===== src/rtl/ps2_device_tx.sv =====
// PS/2 device-side transmitter: queues bytes in a small FIFO and emits them as
// keyboard-style 11-bit frames on registered ps2_clk/ps2_data lines.
module ps2_device_tx #(
    parameter int CLK_DIV    = 50,
    parameter int GAP_CYCLES = 100,
    parameter int FIFO_DEPTH = 8
) (
    input  logic       clk,
    input  logic       clrn,
    input  logic [7:0] wr_data,
    input  logic       wr_en,
    input  logic       clr_overflow,
    output logic       full,
    output logic       busy,
    output logic       overflow,
    output logic       frame_done,
    output logic       ps2_clk,
    output logic       ps2_data
);

    localparam int AW    = $clog2(FIFO_DEPTH);
    localparam int CW    = AW + 1;
    localparam int DIV_W = $clog2(2 * CLK_DIV);
    localparam int GAP_W = (GAP_CYCLES > 1) ? $clog2(GAP_CYCLES) : 1;

    localparam logic [DIV_W-1:0] DIV_HALF = DIV_W'(CLK_DIV);
    localparam logic [DIV_W-1:0] DIV_LAST = DIV_W'(2 * CLK_DIV - 1);
    localparam logic [GAP_W-1:0] GAP_LAST = GAP_W'(GAP_CYCLES - 1);
    localparam logic [CW-1:0]    DEPTH_C  = CW'(FIFO_DEPTH);

    typedef enum logic [1:0] {S_IDLE, S_SEND, S_GAP} state_t;

    logic [7:0]    r_mem [FIFO_DEPTH];
    logic [AW-1:0] r_rd_ptr;
    logic [AW-1:0] r_wr_ptr;
    logic [CW-1:0] r_count;
    logic          r_overflow;

    state_t           r_state;
    state_t           w_state_next;
    logic [DIV_W-1:0] r_div;
    logic [DIV_W-1:0] w_div_next;
    logic [DIV_W-1:0] w_div_inc;
    logic [3:0]       r_bit;
    logic [3:0]       w_bit_next;
    logic [GAP_W-1:0] r_gap;
    logic [GAP_W-1:0] w_gap_next;
    logic [9:0]       r_shift;
    logic [9:0]       w_shift_next;
    logic             r_ps2_clk;
    logic             w_clk_next;
    logic             r_ps2_data;
    logic             w_data_next;
    logic             r_frame_done;
    logic             w_done_next;

    logic       w_empty;
    logic       w_full;
    logic       w_push;
    logic       w_pop;
    logic       w_div_wrap;
    logic       w_last_bit;
    logic [7:0] w_rd_byte;

    assign w_empty    = (r_count == '0);
    assign w_full     = (r_count == DEPTH_C);
    assign w_push     = wr_en & ~w_full;
    assign w_rd_byte  = r_mem[r_rd_ptr];
    assign w_div_inc  = r_div + DIV_W'(1);
    assign w_div_wrap = (r_div == DIV_LAST);
    assign w_last_bit = (r_bit == 4'd10);

    // FIFO storage carries no reset so it can map onto distributed RAM.
    always_ff @(posedge clk) begin
        if (w_push) begin
            r_mem[r_wr_ptr] <= wr_data;
        end
    end

    always_ff @(posedge clk or negedge clrn) begin
        if (!clrn) begin
            r_rd_ptr   <= '0;
            r_wr_ptr   <= '0;
            r_count    <= '0;
            r_overflow <= 1'b0;
        end else begin
            if (w_push) begin
                r_wr_ptr <= r_wr_ptr + AW'(1);
            end
            if (w_pop) begin
                r_rd_ptr <= r_rd_ptr + AW'(1);
            end
            case ({w_push, w_pop})
                2'b10:   r_count <= r_count + CW'(1);
                2'b01:   r_count <= r_count - CW'(1);
                default: r_count <= r_count;
            endcase
            // A dropped write takes priority over a same-cycle clear.
            if (wr_en && w_full) begin
                r_overflow <= 1'b1;
            end else if (clr_overflow) begin
                r_overflow <= 1'b0;
            end
        end
    end

    always_ff @(posedge clk or negedge clrn) begin
        if (!clrn) begin
            r_state <= S_IDLE;
        end else begin
            r_state <= w_state_next;
        end
    end

    always_comb begin
        w_state_next = r_state;
        case (r_state)
            S_IDLE:  if (!w_empty) w_state_next = S_SEND;
            S_SEND:  if (w_div_wrap && w_last_bit) w_state_next = S_GAP;
            S_GAP:   if (r_gap == GAP_LAST) w_state_next = S_IDLE;
            default: w_state_next = S_IDLE;
        endcase
    end

    // Shift register holds {stop, parity, data}; the start bit is driven directly on load.
    always_comb begin
        w_pop        = 1'b0;
        w_div_next   = r_div;
        w_bit_next   = r_bit;
        w_gap_next   = r_gap;
        w_shift_next = r_shift;
        w_clk_next   = 1'b1;
        w_data_next  = r_ps2_data;
        w_done_next  = 1'b0;
        case (r_state)
            S_IDLE: begin
                w_data_next = 1'b1;
                if (!w_empty) begin
                    w_pop        = 1'b1;
                    w_shift_next = {1'b1, ~^w_rd_byte, w_rd_byte};
                    w_data_next  = 1'b0;
                    w_div_next   = '0;
                    w_bit_next   = '0;
                end
            end
            S_SEND: begin
                if (w_div_wrap) begin
                    w_div_next = '0;
                    if (w_last_bit) begin
                        w_done_next = 1'b1;
                        w_data_next = 1'b1;
                        w_gap_next  = '0;
                    end else begin
                        w_data_next  = r_shift[0];
                        w_shift_next = {1'b1, r_shift[9:1]};
                        w_bit_next   = r_bit + 4'd1;
                    end
                end else begin
                    w_div_next = w_div_inc;
                    w_clk_next = (w_div_inc < DIV_HALF);
                end
            end
            S_GAP: begin
                w_data_next = 1'b1;
                w_gap_next  = r_gap + GAP_W'(1);
            end
            default: w_data_next = 1'b1;
        endcase
    end

    always_ff @(posedge clk or negedge clrn) begin
        if (!clrn) begin
            r_div        <= '0;
            r_bit        <= '0;
            r_gap        <= '0;
            r_shift      <= '1;
            r_ps2_clk    <= 1'b1;
            r_ps2_data   <= 1'b1;
            r_frame_done <= 1'b0;
        end else begin
            r_div        <= w_div_next;
            r_bit        <= w_bit_next;
            r_gap        <= w_gap_next;
            r_shift      <= w_shift_next;
            r_ps2_clk    <= w_clk_next;
            r_ps2_data   <= w_data_next;
            r_frame_done <= w_done_next;
        end
    end

    assign full       = w_full;
    assign busy       = (r_state != S_IDLE) || !w_empty;
    assign overflow   = r_overflow;
    assign frame_done = r_frame_done;
    assign ps2_clk    = r_ps2_clk;
    assign ps2_data   = r_ps2_data;

endmodule

===== config.mk =====
export PLATFORM = sky130hd
export DESIGN_NAME = ps2_device_tx
export DESIGN_NICKNAME = d
export VERILOG_FILES = /design/src/rtl/ps2_device_tx.sv
export SDC_FILE = /design/constraint.sdc
export NUM_CORES = 1
export LEC_CHECK = 0
export CORE_MARGIN = 2
export CORE_UTILIZATION = 60
export DETAILED_ROUTE_END_ITERATION = 10
export PLACE_DENSITY = 0.86
export RECOVER_POWER = 100
export SYNTH_ARGS = -nofsm -noshare
export SYNTH_HDL_FRONTEND = slang
export SYNTH_SLANG_ARGS = --single-unit
export TNS_END_PERCENT = 5

===== constraint.sdc =====
create_clock -name clk -period 2.77 [get_ports clk]
set_clock_uncertainty 0.1 [all_clocks]
set_input_delay 0.554 -clock clk [delete_from_list [all_inputs] [get_ports clk]]
set_output_delay 0.554 -clock clk [all_outputs]
set_load 0.01 [all_outputs]

Yosys cells after proc, flatten, opt, wreduce, memory -nomap -nowiden. Memory sizes are Yosys's and may differ from the RTL's. Index checks and enable logic that the tools add are counted. Widths: inputs -> output; s select.

Output and inout port bits: 6. Bits of input ports: 12. Memory bits (writable): 64. Memories kept: 1. Flip-flop bits (word level): 44.

Memory list: r_mem (depth 8, width 8, read ports 1, clocked after memory_dff 0, write ports 1, line 33) `logic [7:0] r_mem [FIFO_DEPTH];`.

Mux-type cells: 34. Equal/unequal tests: 14. Order comparisons: 1. Add/sub/neg operators: 7. Reductions and logical operators: 16. Bitwise gates (word level): 2.

Operator list (number): $mux 10 (3); $mux 7 (4); $pmux 7 s2 (2); $pmux 10 s2 (1); $pmux 4 s2 (2); $add 7x1->7 const B (2); $eq 7x7->1 const B (2); $mux 1 (14); $mux 4 (3); $ne 2x2->1 const B (6); $reduce_bool 2->1 (5); $add 4x1->4 const B (2); $eq 4x4->1 const B (2); $reduce_xnor 8->1 (1); $lt 7x6->1 const B (1); $add 3x1->3 const B (2); $mux 2 (3); $pmux 2 s3 (1); $reduce_and 3->1 (2); $eq 2x1->1 const B (2); $eq 2x2->1 const B (2); $logic_not 4->1 (1); $reduce_and 4->1 (1); $sub 4x1->4 const B (1); other kinds (8) (9).

Longest topological paths before layout. Gate-level depths: netlist (run 1).

Word-level depth: 5. Gate-level depth with buffers: 12. Gate-level depth less buffers: 10.

Worst setup path before layout (run 1). OpenSTA, ideal clock, no wires.

Path type: reg2reg. Start: reg r_count[1]. End: reg r_count[2]. Setup slack: 0.081 ns. Arrival: 2.464 ns. Buffers on the path: 1. Period minus slack after synthesis: 2.689 ns. Required time: 2.545 ns. Stages on the path, launching flop included: 12. Path through: dfrtp_1 -> clkbuf_1 -> nor4b_1 -> nor2b_1 -> inv_2 -> ha_1 -> xor2_1 -> ha_1 -> a21oi_1 -> xor2_1 -> nor2_1 -> xor2_1.

Word-level cells in the longest chain between the ends: 5.

RTL lines: start, declared (line 36) `logic [CW-1:0] r_count;`; start signal, assigned (line 94) `2'b10: r_count <= r_count + CW'(1);`; start signal, assigned (line 95) `2'b01: r_count <= r_count - CW'(1);`; start signal, assigned (line 96) `default: r_count <= r_count;`; $eq 4x4->1 (*) (line 66) `assign w_full = (r_count == DEPTH_C);`; net full (line 13) `output logic full,`; $not 1->1 (*) (line 67) `assign w_push = wr_en & ~w_full;`; $and 1x1->1 (*) (line 67); $eq 2x1->1 or $eq 2x2->1 (tied branches) (line 93) `case ({w_push, w_pop})`; $pmux 4 s2 or $reduce_bool 2->1 (tied branches).

The timed path passes the listed nets; every way through them passes the cells marked *. A chain may end at the register's enable or synchronous reset.

Worst setup path after layout (run 1).
Start: reg r_count[1]. End: out full.

Word-level cells in the longest chain between the ends: 1.

RTL lines (line): $eq 4x4->1 (66); end, declared (13).

Every way passes these cells.

==> impl_metrics.json, run 1 <==
{
  "syn_area_per_cell_um2": 14.24,
  "final-setup-viol-count": 0,
  "vias_per_cell": 5.674,
  "clkSinkCount": 107,
  "r2r_slack_ns": 0.22,
  "synth_largest_area_cell": "edfxtp_1",
  "slowest_stage": "dlygate4sd3_1",
  "seq_area_frac_synth_pct": 62.93,
  "clk_latency_ns": 0.38,
  "holdPathStages": 1,
  "htreeDepth": 3,
  "critical_path_class": "reg2out",
  "whs_endpoint": "r_count[3]$_DFFE_PN0P_",
  "nets": 387,
  "fin_tns_setup_ns": 0,
  "syn_area_um2": 4786,
  "die_w_um": 93.31,
  "antenna_left": 0,
  "vias": 2684,
  "maxCapViolations": 1,
  "relSlewSlack_pct": -46.49,
  "slew_viol_final": 44,
  "r2r-end": "r_count[2]$_DFFE_PN0P_",
  "ys_ff_latch": 107,
  "r2r.worst_path.cells": 10,
  "vdd_drop_max_v": 0.0005582,
  "synth_cell_type_count": 49,
  "cp.buffers_inverters": 1,
  "hpwl_um": 5423,
  "critPathLaunch": "r_count[1]$_DFFE_PN0P_",
  "worstPathCellList": "nor4b_2 -> dlygate4sd3_1",
  "synth_common_cells": "edfxtp_1, nand2_1, dfrtp_1",
  "numPortBuffers": 17,
  "status": "finished, violations left",
  "core_area_um2": 7727,
  "syn_to_final_growth_pct": 10.72,
  "cts-hold-fix-buffers": 0,
  "design_area_um2": 5299,
  "path_clk_slew_ns": 0.11,
  "dp_cells": 457,
  "drt_iter0_drc": 106,
  "synthCells": 336,
  "ys_warn_count": 0,
  "worst_hold_slack_ns": 0.3988,
  "fin_cells": 473,
  "worst_pin_slew_ns": 2.197,
  "rr_startpoint": "r_count[1]$_DFFE_PN0P_",
  "synth_ff_type": "edfxtp_1",
  "drive_above_1_share_pct": 15.09,
  "grt.overflow.total": 0,
  "hp-class": "reg2reg",
  "grt_max_degree": 44,
  "synth_edf_count": 64,
  "antenna_found_initial": 0,
  "fmax_mhz": 385.0,
  "worstHoldStart": "r_count[3]$_DFFE_PN0P_",
  "grt.total_usage_pct": 21.05,
  "die_area_um2": 8707,
  "crit_required_ns": 2.12,
  "crit_path_end_kind": "output port",
  "grt_pass1_wl_um": 13620,
  "drtPass1Iterations": 4,
  "grt_pass1_vias": 2708,
  "cp_max_fo": 8,
  "die_h_um": 93.31,
  "postPlaceCellArea_um2": 5105,
  "numCtsBuffers": 9,
  "wl_per_cell_um": 17.23,
  "rsz0062_at_grt": "no",
  "finalHoldViolations": 0,
  "clock_path_buffers": 2,
  "synthArstFlopShare_pct": 40.19,
  "post-route-min-period_ns": 2.598,
  "syn_nets": 357,
  "drc_errors": 0,
  "synth_most_common_cell": "edfxtp_1",
  "fin_crit_sh_pct": 93.78,
  "violations": "max-capacitance violations, max-slew violations",
  "initial_utilization_pct": 61.93,
  "start_kind": "flip-flop",
  "p_per_area_nw_per_um2": 976.7,
  "gp_congestion": 0.8160,
  "cts-root-buf": "clkbuf_8",
  "ioPinCount": 18,
  "wirelength_um": 8149,
  "leakagePower_nw": 1.942,
  "ys_top_cells_by_area": "edfxtp_1, dfrtp_1, mux4_2",
  "rows": 32,
  "cts_tree": "yes",
  "critPathTopFamily": "buffers and inverters",
  "diodes": 0,
  "critical_path.max_stage_delay_ns": 0.67,
  "synth_top_area_share_pct": 40.16,
  "cp_data_arrival_time_ns": 1.94
}
[area by class of cell]
| cell class | count | area [µm²] |
|---|---|---|
| clock inverter | 7 | 105.1 |
| multi-input combinational | 211 | 1679 |
| clock buffer | 9 | 123.9 |
| tap | 102 | 127.6 |
| fill | 518 | 2429 |
| timing repair buffer | 31 | 229.0 |
| sequential | 107 | 3012 |
| inverter | 6 | 22.52 |
[report_power, final]
group / leakage [nW] / switching [W] / internal [W]
Combinational: 0.718 / 0.000904 / 0.000911
Sequential: 1.11 / 0.000251 / 0.00208
Clock: 0.115 / 0.000578 / 0.000453
Total: 1.94 / 0.00173 / 0.00344
[per-stage QoR]
step	total power, W	setup slack, ns	utilization [%]
CTS	0.005264	0.1687	69.11
floorplan	0.003835	0.08097	-
global route	0.005477	0.05393	68.57
finish	0.005175	0.1723	68.57
detailed placement	0.004218	0.09321	66.06
global placement	0.004136	0.1457	66.06
[state kept, by name (all words and copies together), names as in the netlist]
register and count:
r_state 2, r_gap 7, r_div 7, r_wr_ptr 3, r_shift 9, r_mem 64
overflow 1, r_rd_ptr 3, ps2_data 1, ps2_clk 1, frame_done 1, r_count 4
r_bit 4
[cells by family (layout without fill, tap and decap cells)]
group                    count (synthesis)  in the layout  share of synthesized area, %
AO/OA/AOI/OAI                           51             51                         6.353
XOR/XNOR                                24             24                         4.549
adder cells (fa/ha/maj)                  9              9                         2.353
buffers and inverters                   18             53                         2.117
flip-flops                             107            107                         62.93
multiplexers                            26             26                         11.19
AND/OR/NAND/NOR                        101            101                         10.51
[worst register-to-register path: cells and delay by family (launching register included)]
kind                       cells  cell delay [ns]
adders and majority gates      2             0.45
xor gates and xnor gates       3             0.46
AOI/OAI and AO/OA              1             0.15
DFF                            1             0.49
and+or+nand+nor                3             0.68
buffers and inverters          1             0.12
[how the worst max path moves through the flow]
stage,to,cells after the start
floorplan,r_count[2]$_DFFE_PN0P_,11
global placement,r_count[2]$_DFFE_PN0P_,10
detailed placement,r_count[2]$_DFFE_PN0P_,10
CTS,full,2
global route,r_count[2]$_DFFE_PN0P_,10
finish,full,2
[placed cells by master, fill, tap and decap left out, types with 4 or more instances in the layout]
master	n
edfxtp_1	64
nand2_1	33
dfrtp_1	32
nor2_1	29
o21ai_0	15
xor2_1	13
a21oi_1	13
mux4_2	13
dlygate4sd3_1	13
o21ai_1	12
clkbuf_1	11
dfstp_2	11
xnor2_1	10
ha_1	9
clkbuf_8	9
nand2b_1	7
nand3_1	6
nor3_1	5
mux2i_4	5
nor4_1	4
inv_1	4
mux2i_1	4
[layer usage]
| layer | track usage [%] | up-vias | routed length, µm | part of all wire [%] |
|---|---|---|---|---|
| li1 | - | 1296 | - | - |
| met1 | 26.42 | 1325 | 3505 | 43 |
| met2 | 35.61 | 48 | 4207 | 52 |
| met3 | 4.754 | 15 | 276 | 3.4 |
| met4 | 8.456 | 0 | 160 | 2.0 |
| met5 | 0 | - | 0 | 0 |
[what timing repair did]
action	4_1_cts	5_1_grt
buffers inserted	0	0
setup endpoints to repair	1	0
gates resized for setup	1	0
Note: power is estimated with default switching activity, not from simulation.
==> inputs of run 2 (changes only) <==
- SETUP_SLACK_MARGIN: unset -> 0.4
==> run 2 against run 1 <==
Effect of this change: the flow still finishes with violations (max-capacitance violations, max-slew violations); sequential cell count unchanged; first-iteration DRC count is 4.7% lower; register-to-register slack improved by 0.08 ns; cell area increased by 0.45%; non-clock buffer count is 7 higher; fmax rose by 2.2%; sequential power is essentially flat; via count increased by 3.7%; critical path depth up 1.
==> impl_metrics.json, run 2 (synthesis results as in run 1) <==
{
  "status": "finished, violations left",
  "violations": "max-capacitance violations, max-slew violations",
  "clkPwrFrac_pct": 17.9,
  "htreeDepth": 3,
  "p_comb_share_pct": 36.8,
  "slew_viol_final": 39,
  "final-setup-viol-count": 0,
  "grt_pass1_vias": 2799,
  "vdd_drop_max_v": 0.0004982,
  "numCtsBuffers": 9,
  "relSlewSlack_pct": -33.16,
  "start_kind": "flip-flop",
  "worstPathCellList": "nor4_1 -> nand2_1 -> dlygate4sd3_1",
  "fin_tns_setup_ns": 0,
  "cp_data_arrival_time_ns": 1.89,
  "grt_pass1_wl_um": 13330,
  "design_area_um2": 5323,
  "vias_per_cell": 5.796,
  "cp.buffers_inverters": 1,
  "rows": 32,
  "final_common_cell": "edfxtp_1",
  "die_h_um": 93.31,
  "grt_max_degree": 39,
  "antenna_left": 0,
  "core_area_um2": 7727,
  "critical_path.max_stage_delay_ns": 0.61,
  "post-route-min-period_ns": 2.541,
  "nets": 394,
  "drtPass1Iterations": 4,
  "grt.overflow.total": 0,
  "fin_crit_sh_pct": 91.72,
  "syn_to_final_growth_pct": 11.22,
  "cp_max_fo": 8,
  "critPathTopFamily": "buffers and inverters",
  "cts-root-buf": "clkbuf_8",
  "wirelength_um": 8292,
  "hp-class": "reg2reg",
  "postPlaceCellArea_um2": 5134,
  "maxCapViolations": 1,
  "die_area_um2": 8707,
  "crit_required_ns": 2.12,
  "drc_errors": 0,
  "diodes": 0,
  "initial_utilization_pct": 61.93,
  "seqPwrFrac_pct": 45.3,
  "worst_pin_slew_ns": 1.997,
  "sw_frac_of_total_pct": 34.06,
  "grt.total_usage_pct": 20.33,
  "crit_path_end_kind": "output port",
  "hpwl_um": 5631,
  "leakagePower_nw": 1.956,
  "p_int_w": 0.003377,
  "rsz0062_at_grt": "yes",
  "largest_reg_flops": 64,
  "critical_path_class": "reg2out",
  "wl_per_cell_um": 17.28,
  "ioPinCount": 18,
  "numPortBuffers": 17,
  "antenna_found_initial": 0,
  "clk_latency_ns": 0.37,
  "finalHoldViolations": 0,
  "p_sw_w": 0.001744,
  "die_w_um": 93.31,
  "reg.largest.list": "r_mem (64), r_shift (9)",
  "fmax_mhz": 393.6,
  "top_register": "r_mem",
  "path_clk_slew_ns": 0.10,
  "final_cell_mix": "edfxtp_1, nand2_1, dfrtp_1, nor2_1, o21ai_1",
  "clkSinkCount": 107,
  "drive_above_1_share_pct": 16.67,
  "slowest_stage": "dlygate4sd3_1",
  "cts-hold-fix-buffers": 0,
  "cts_tree": "yes",
  "p_per_area_nw_per_um2": 962.2,
  "gp_congestion": 0.7940,
  "vias": 2782,
  "drt_iter0_drc": 101,
  "clock_path_buffers": 2
}
run 2: worst paths after layout:
check	startpoint	slack, ns	endpoint	cells after the start
worst max-delay path	r_count[1]$_DFFE_PN0P_	0.23	busy	3
worst min-delay path	ps2_data$_DFFE_PN1P_	0.41	ps2_data$_DFFE_PN1P_	1
worst max register to register	r_count[1]$_DFFE_PN0P_	0.30	r_count[2]$_DFFE_PN0P_	10
worst min register to register	ps2_data$_DFFE_PN1P_	0.41	ps2_data$_DFFE_PN1P_	1
max in group asynchronous	clrn	0.65	r_bit[0]$_DFFE_PN0P_	1
min in group asynchronous	clrn	0.64	r_gap[5]$_DFFE_PN0P_	1
run 2: power by group through the flow:
stage                     sequential, W  clock, W  combinational (W)
after global placement          0.00233         0            0.00182
after global routing            0.00236  0.000994            0.00205
final                           0.00232  0.000917            0.00189
after floorplan                 0.00227         0            0.00159
after detailed placement        0.00235         0            0.00191
after CTS                       0.00233  0.000937            0.00191
run 2: layout make-up:
class                   instances  area, µm²
inverters                       6      22.52
fillers                       514       2405
repair buffers                 38      280.3
well taps                     102      127.6
clock inverters                 7      66.31
flip-flops and latches        107       3014
clock buffers                   9      123.9
multi-input cells             211       1688
run 2: through the flow:
stage / hold slack, ns / worst slack, ns / utilization [%] / power (W) / instances
after CTS: 0.1997 / 0.3598 / 68.91 / 0.005175 / 474
after global placement: 0.3914 / 0.1332 / 66.43 / 0.004152 / 458
final: 0.4126 / 0.2293 / 68.88 / 0.005122 / 480
after global routing: 0.4336 / 0.1853 / 68.88 / 0.005407 / 480
after floorplan: 0.1584 / 0.4234 / - / 0.003864 / 336
after detailed placement: 0.4034 / 0.004426 / 66.43 / 0.004263 / 458
run 2: routing by layer:
metal / global-route usage (%) / wire length (µm) / vias up
li1: - / - / 1321
met1: 26.07 / 3631 / 1410
met2: 34.41 / 4292 / 37
met3: 3.223 / 194 / 14
met4: 9.069 / 172 / 0
met5: 0 / 0 / -
run 2: timing repair:
| action | in CTS | in global routing |
|---|---|---|
| gates resized for setup | 3 | 4 |
| pin swaps | 0 | 2 |
| setup buffers | 0 | 6 |
| endpoints found under the setup margin | 3 | 6 |
==> inputs of run 3 (changes only) <==
- CORE_UTILIZATION: 60 -> 55
- PLACE_DENSITY: 0.86 -> 0.83
- clock period: 2.77 -> 2.1 ns (I/O delays scaled with it)
==> run 3 against run 2 <==
Effect of this change: the flow finishes with violations (negative setup slack); first-iteration DRC count increased by 20%; final cell count increased by 7.1%; routed wire length increased by 18%; via count increased by 6.0%; sequential share of layout area decreased by 6.9 points; die area increased by 8.7%; global-route usage increased by 1.9 points; sequential power increased by 34%; worst hold slack got worse by 0.21 ns; combinational power increased by 96%; power increased by 59%.
==> impl_metrics.json, run 3 (synthesis results as in run 1) <==
{
  "drc_errors": 0,
  "p_int_w": 0.005248,
  "fin_cells": 514,
  "critical_path.max_stage_delay_ns": 0.56,
  "fin_crit_sh_pct": 108.1,
  "final_util_pct": 70.57,
  "cp.buffers_inverters": 1,
  "start_kind": "flip-flop",
  "crit_required_ns": 2.29,
  "die_area_um2": 9463,
  "hpwl_um": 5850,
  "drtPass1Iterations": 4,
  "slowest_stage": "mux4_2",
  "clk_latency_ns": 0.37,
  "post-route-min-period_ns": 2.270,
  "die_h_um": 97.28,
  "p_sw_w": 0.002889,
  "reg.largest.list": "r_mem (64), r_shift (9)",
  "crit_path_end_kind": "flip-flop",
  "cpMostUsedCell": "xnor2_2",
  "seqPwrFrac_pct": 38.2,
  "hp-class": "in2async",
  "final_cell_mix": "edfxtp_1, nand2_1, dfrtp_1, buf_4, o21ai_1",
  "cts-root-buf": "clkbuf_8",
  "vdd_drop_max_v": 0.0008796,
  "grt.total_usage_pct": 22.19,
  "grt_max_degree": 44,
  "final-setup-viol-count": 4,
  "cts-hold-fix-buffers": 0,
  "violations": "negative setup slack",
  "die_w_um": 97.28,
  "htreeDepth": 3,
  "grt_pass1_wl_um": 15910,
  "grt.overflow.total": 0,
  "clock_path_buffers": 2,
  "path_clk_slew_ns": 0.11,
  "clkSinkCount": 107,
  "route.met3.wl_um": 389,
  "syn_to_final_growth_pct": 26.72,
  "cp.depth": 7,
  "status": "finished, violations left",
  "initial_utilization_pct": 55.69,
  "largest_reg_flops": 64,
  "drt-met1-wl_um": 3821,
  "cp_max_fo": 4,
  "numPortBuffers": 17,
  "diodes": 0,
  "top_register": "r_mem",
  "final_common_cell": "edfxtp_1",
  "worst_pin_slew_ns": 1.057,
  "drt_iter0_drc": 121,
  "relSlewSlack_pct": 29.51,
  "dp_cells": 487,
  "p_per_area_nw_per_um2": 1342,
  "fmax_mhz": 440.6,
  "drive_above_1_share_pct": 38.67,
  "antenna_left": 0,
  "numCtsBuffers": 9,
  "grt_pass1_vias": 3167,
  "maxCapViolations": 0,
  "clkPwrFrac_pct": 16.1,
  "sw_frac_of_total_pct": 35.50,
  "rsz0062_at_grt": "yes",
  "wl_per_cell_um": 19.07,
  "gp_congestion": 0.8525,
  "vias": 2949,
  "vias_per_cell": 5.737,
  "rows": 34,
  "setup_ws_ns": -0.1695,
  "antenna_found_initial": 0,
  "worstPathCellList": "bufbuf_16 -> mux4_2 -> mux2i_4 -> xnor2_2 -> xnor2_2 -> xnor2_1 -> a21oi_1",
  "cp_data_arrival_time_ns": 2.46,
  "p_comb_share_pct": 45.6,
  "wirelength_um": 9802,
  "route.met2.wl_um": 5107,
  "r2r.worst_path.cells": 7,
  "critical_path_class": "reg2reg",
  "nets": 422,
  "dr.max_layer_used": "met4",
  "slew_viol_final": 0,
  "critPathTopFamily": "multiplexers",
  "core_area_um2": 8593,
  "finalHoldViolations": 0,
  "cts_tree": "yes",
  "ioPinCount": 18,
  "leakagePower_nw": 2.260,
  "worst_hold_slack_ns": 0.2071
}
[run 3: layer usage]
metal / vias to the layer above / global-route usage [%]
met5: - / 0
met4: 0 / 11.54
met3: 32 / 5.324
met2: 89 / 38.84
met1: 1453 / 25.35
li1: 1375 / -
[run 3: power groups by stage]
stage	Clock [W]	Combinational (W)	Sequential (W)
2_1_floorplan	0	0.00215	0.00301
3_3_place_gp	0	0.00281	0.00304
3_5_place_dp	0	0.00292	0.00308
4_1_cts	0.00134	0.00356	0.00309
5_1_grt	0.00141	0.00398	0.00316
6_report	0.00131	0.00371	0.00311
[run 3: area by class of cell]
cell class	instances	area [µm²]
flip-flops and latches	107	3017
fillers	530	2529
multi-input cells	211	2004
repair buffers	66	663.1
well taps	108	135.1
clock buffers	9	123.9
clock inverters	7	96.34
inverters	6	25.02
[run 3: what timing repair did]
item                                    in CTS  in global routing
setup buffers                                8                  1
endpoints found under the setup margin     101                100
pin swaps                                   34                 13
resized for setup                           90                 10
gates cloned                                 2                  0
hold endpoints to repair                     0                  0
[run 3: per-stage QoR]
| stage | power (W) | area (µm²) | setup TNS, ns | setup slack (ns) |
|---|---|---|---|---|
| 3_5_place_dp | 0.005994 | 5378 | -1.855 | -0.3013 |
| 3_3_place_gp | 0.005847 | 5378 | -0.4255 | -0.1997 |
| 4_1_cts | 0.007997 | 6015 | -0.2787 | -0.1047 |
| 5_1_grt | 0.008554 | 6065 | -0.9756 | -0.2774 |
| 2_1_floorplan | 0.005166 | 4862 | -0.1130 | -0.06316 |
| 6_report | 0.008137 | 6065 | -0.4901 | -0.1695 |
[run 3: final timing paths]
kind | startpoint | endpoint | slack, ns
setup reg to reg | r_rd_ptr[0]$_DFFE_PN0P_ | r_shift[8]$_DFFE_PN1P_ | -0.17
setup / recovery | r_rd_ptr[0]$_DFFE_PN0P_ | r_shift[8]$_DFFE_PN1P_ | -0.17
min in group clk | r_shift[7]$_DFFE_PN1P_ | r_shift[7]$_DFFE_PN1P_ | 0.41
max in group asynchronous | clrn | r_div[5]$_DFFE_PN0P_ | 0.98
hold / removal | clrn | r_state[1]$_DFFE_PN0P_ | 0.21
hold reg to reg | r_shift[7]$_DFFE_PN1P_ | r_shift[7]$_DFFE_PN1P_ | 0.41
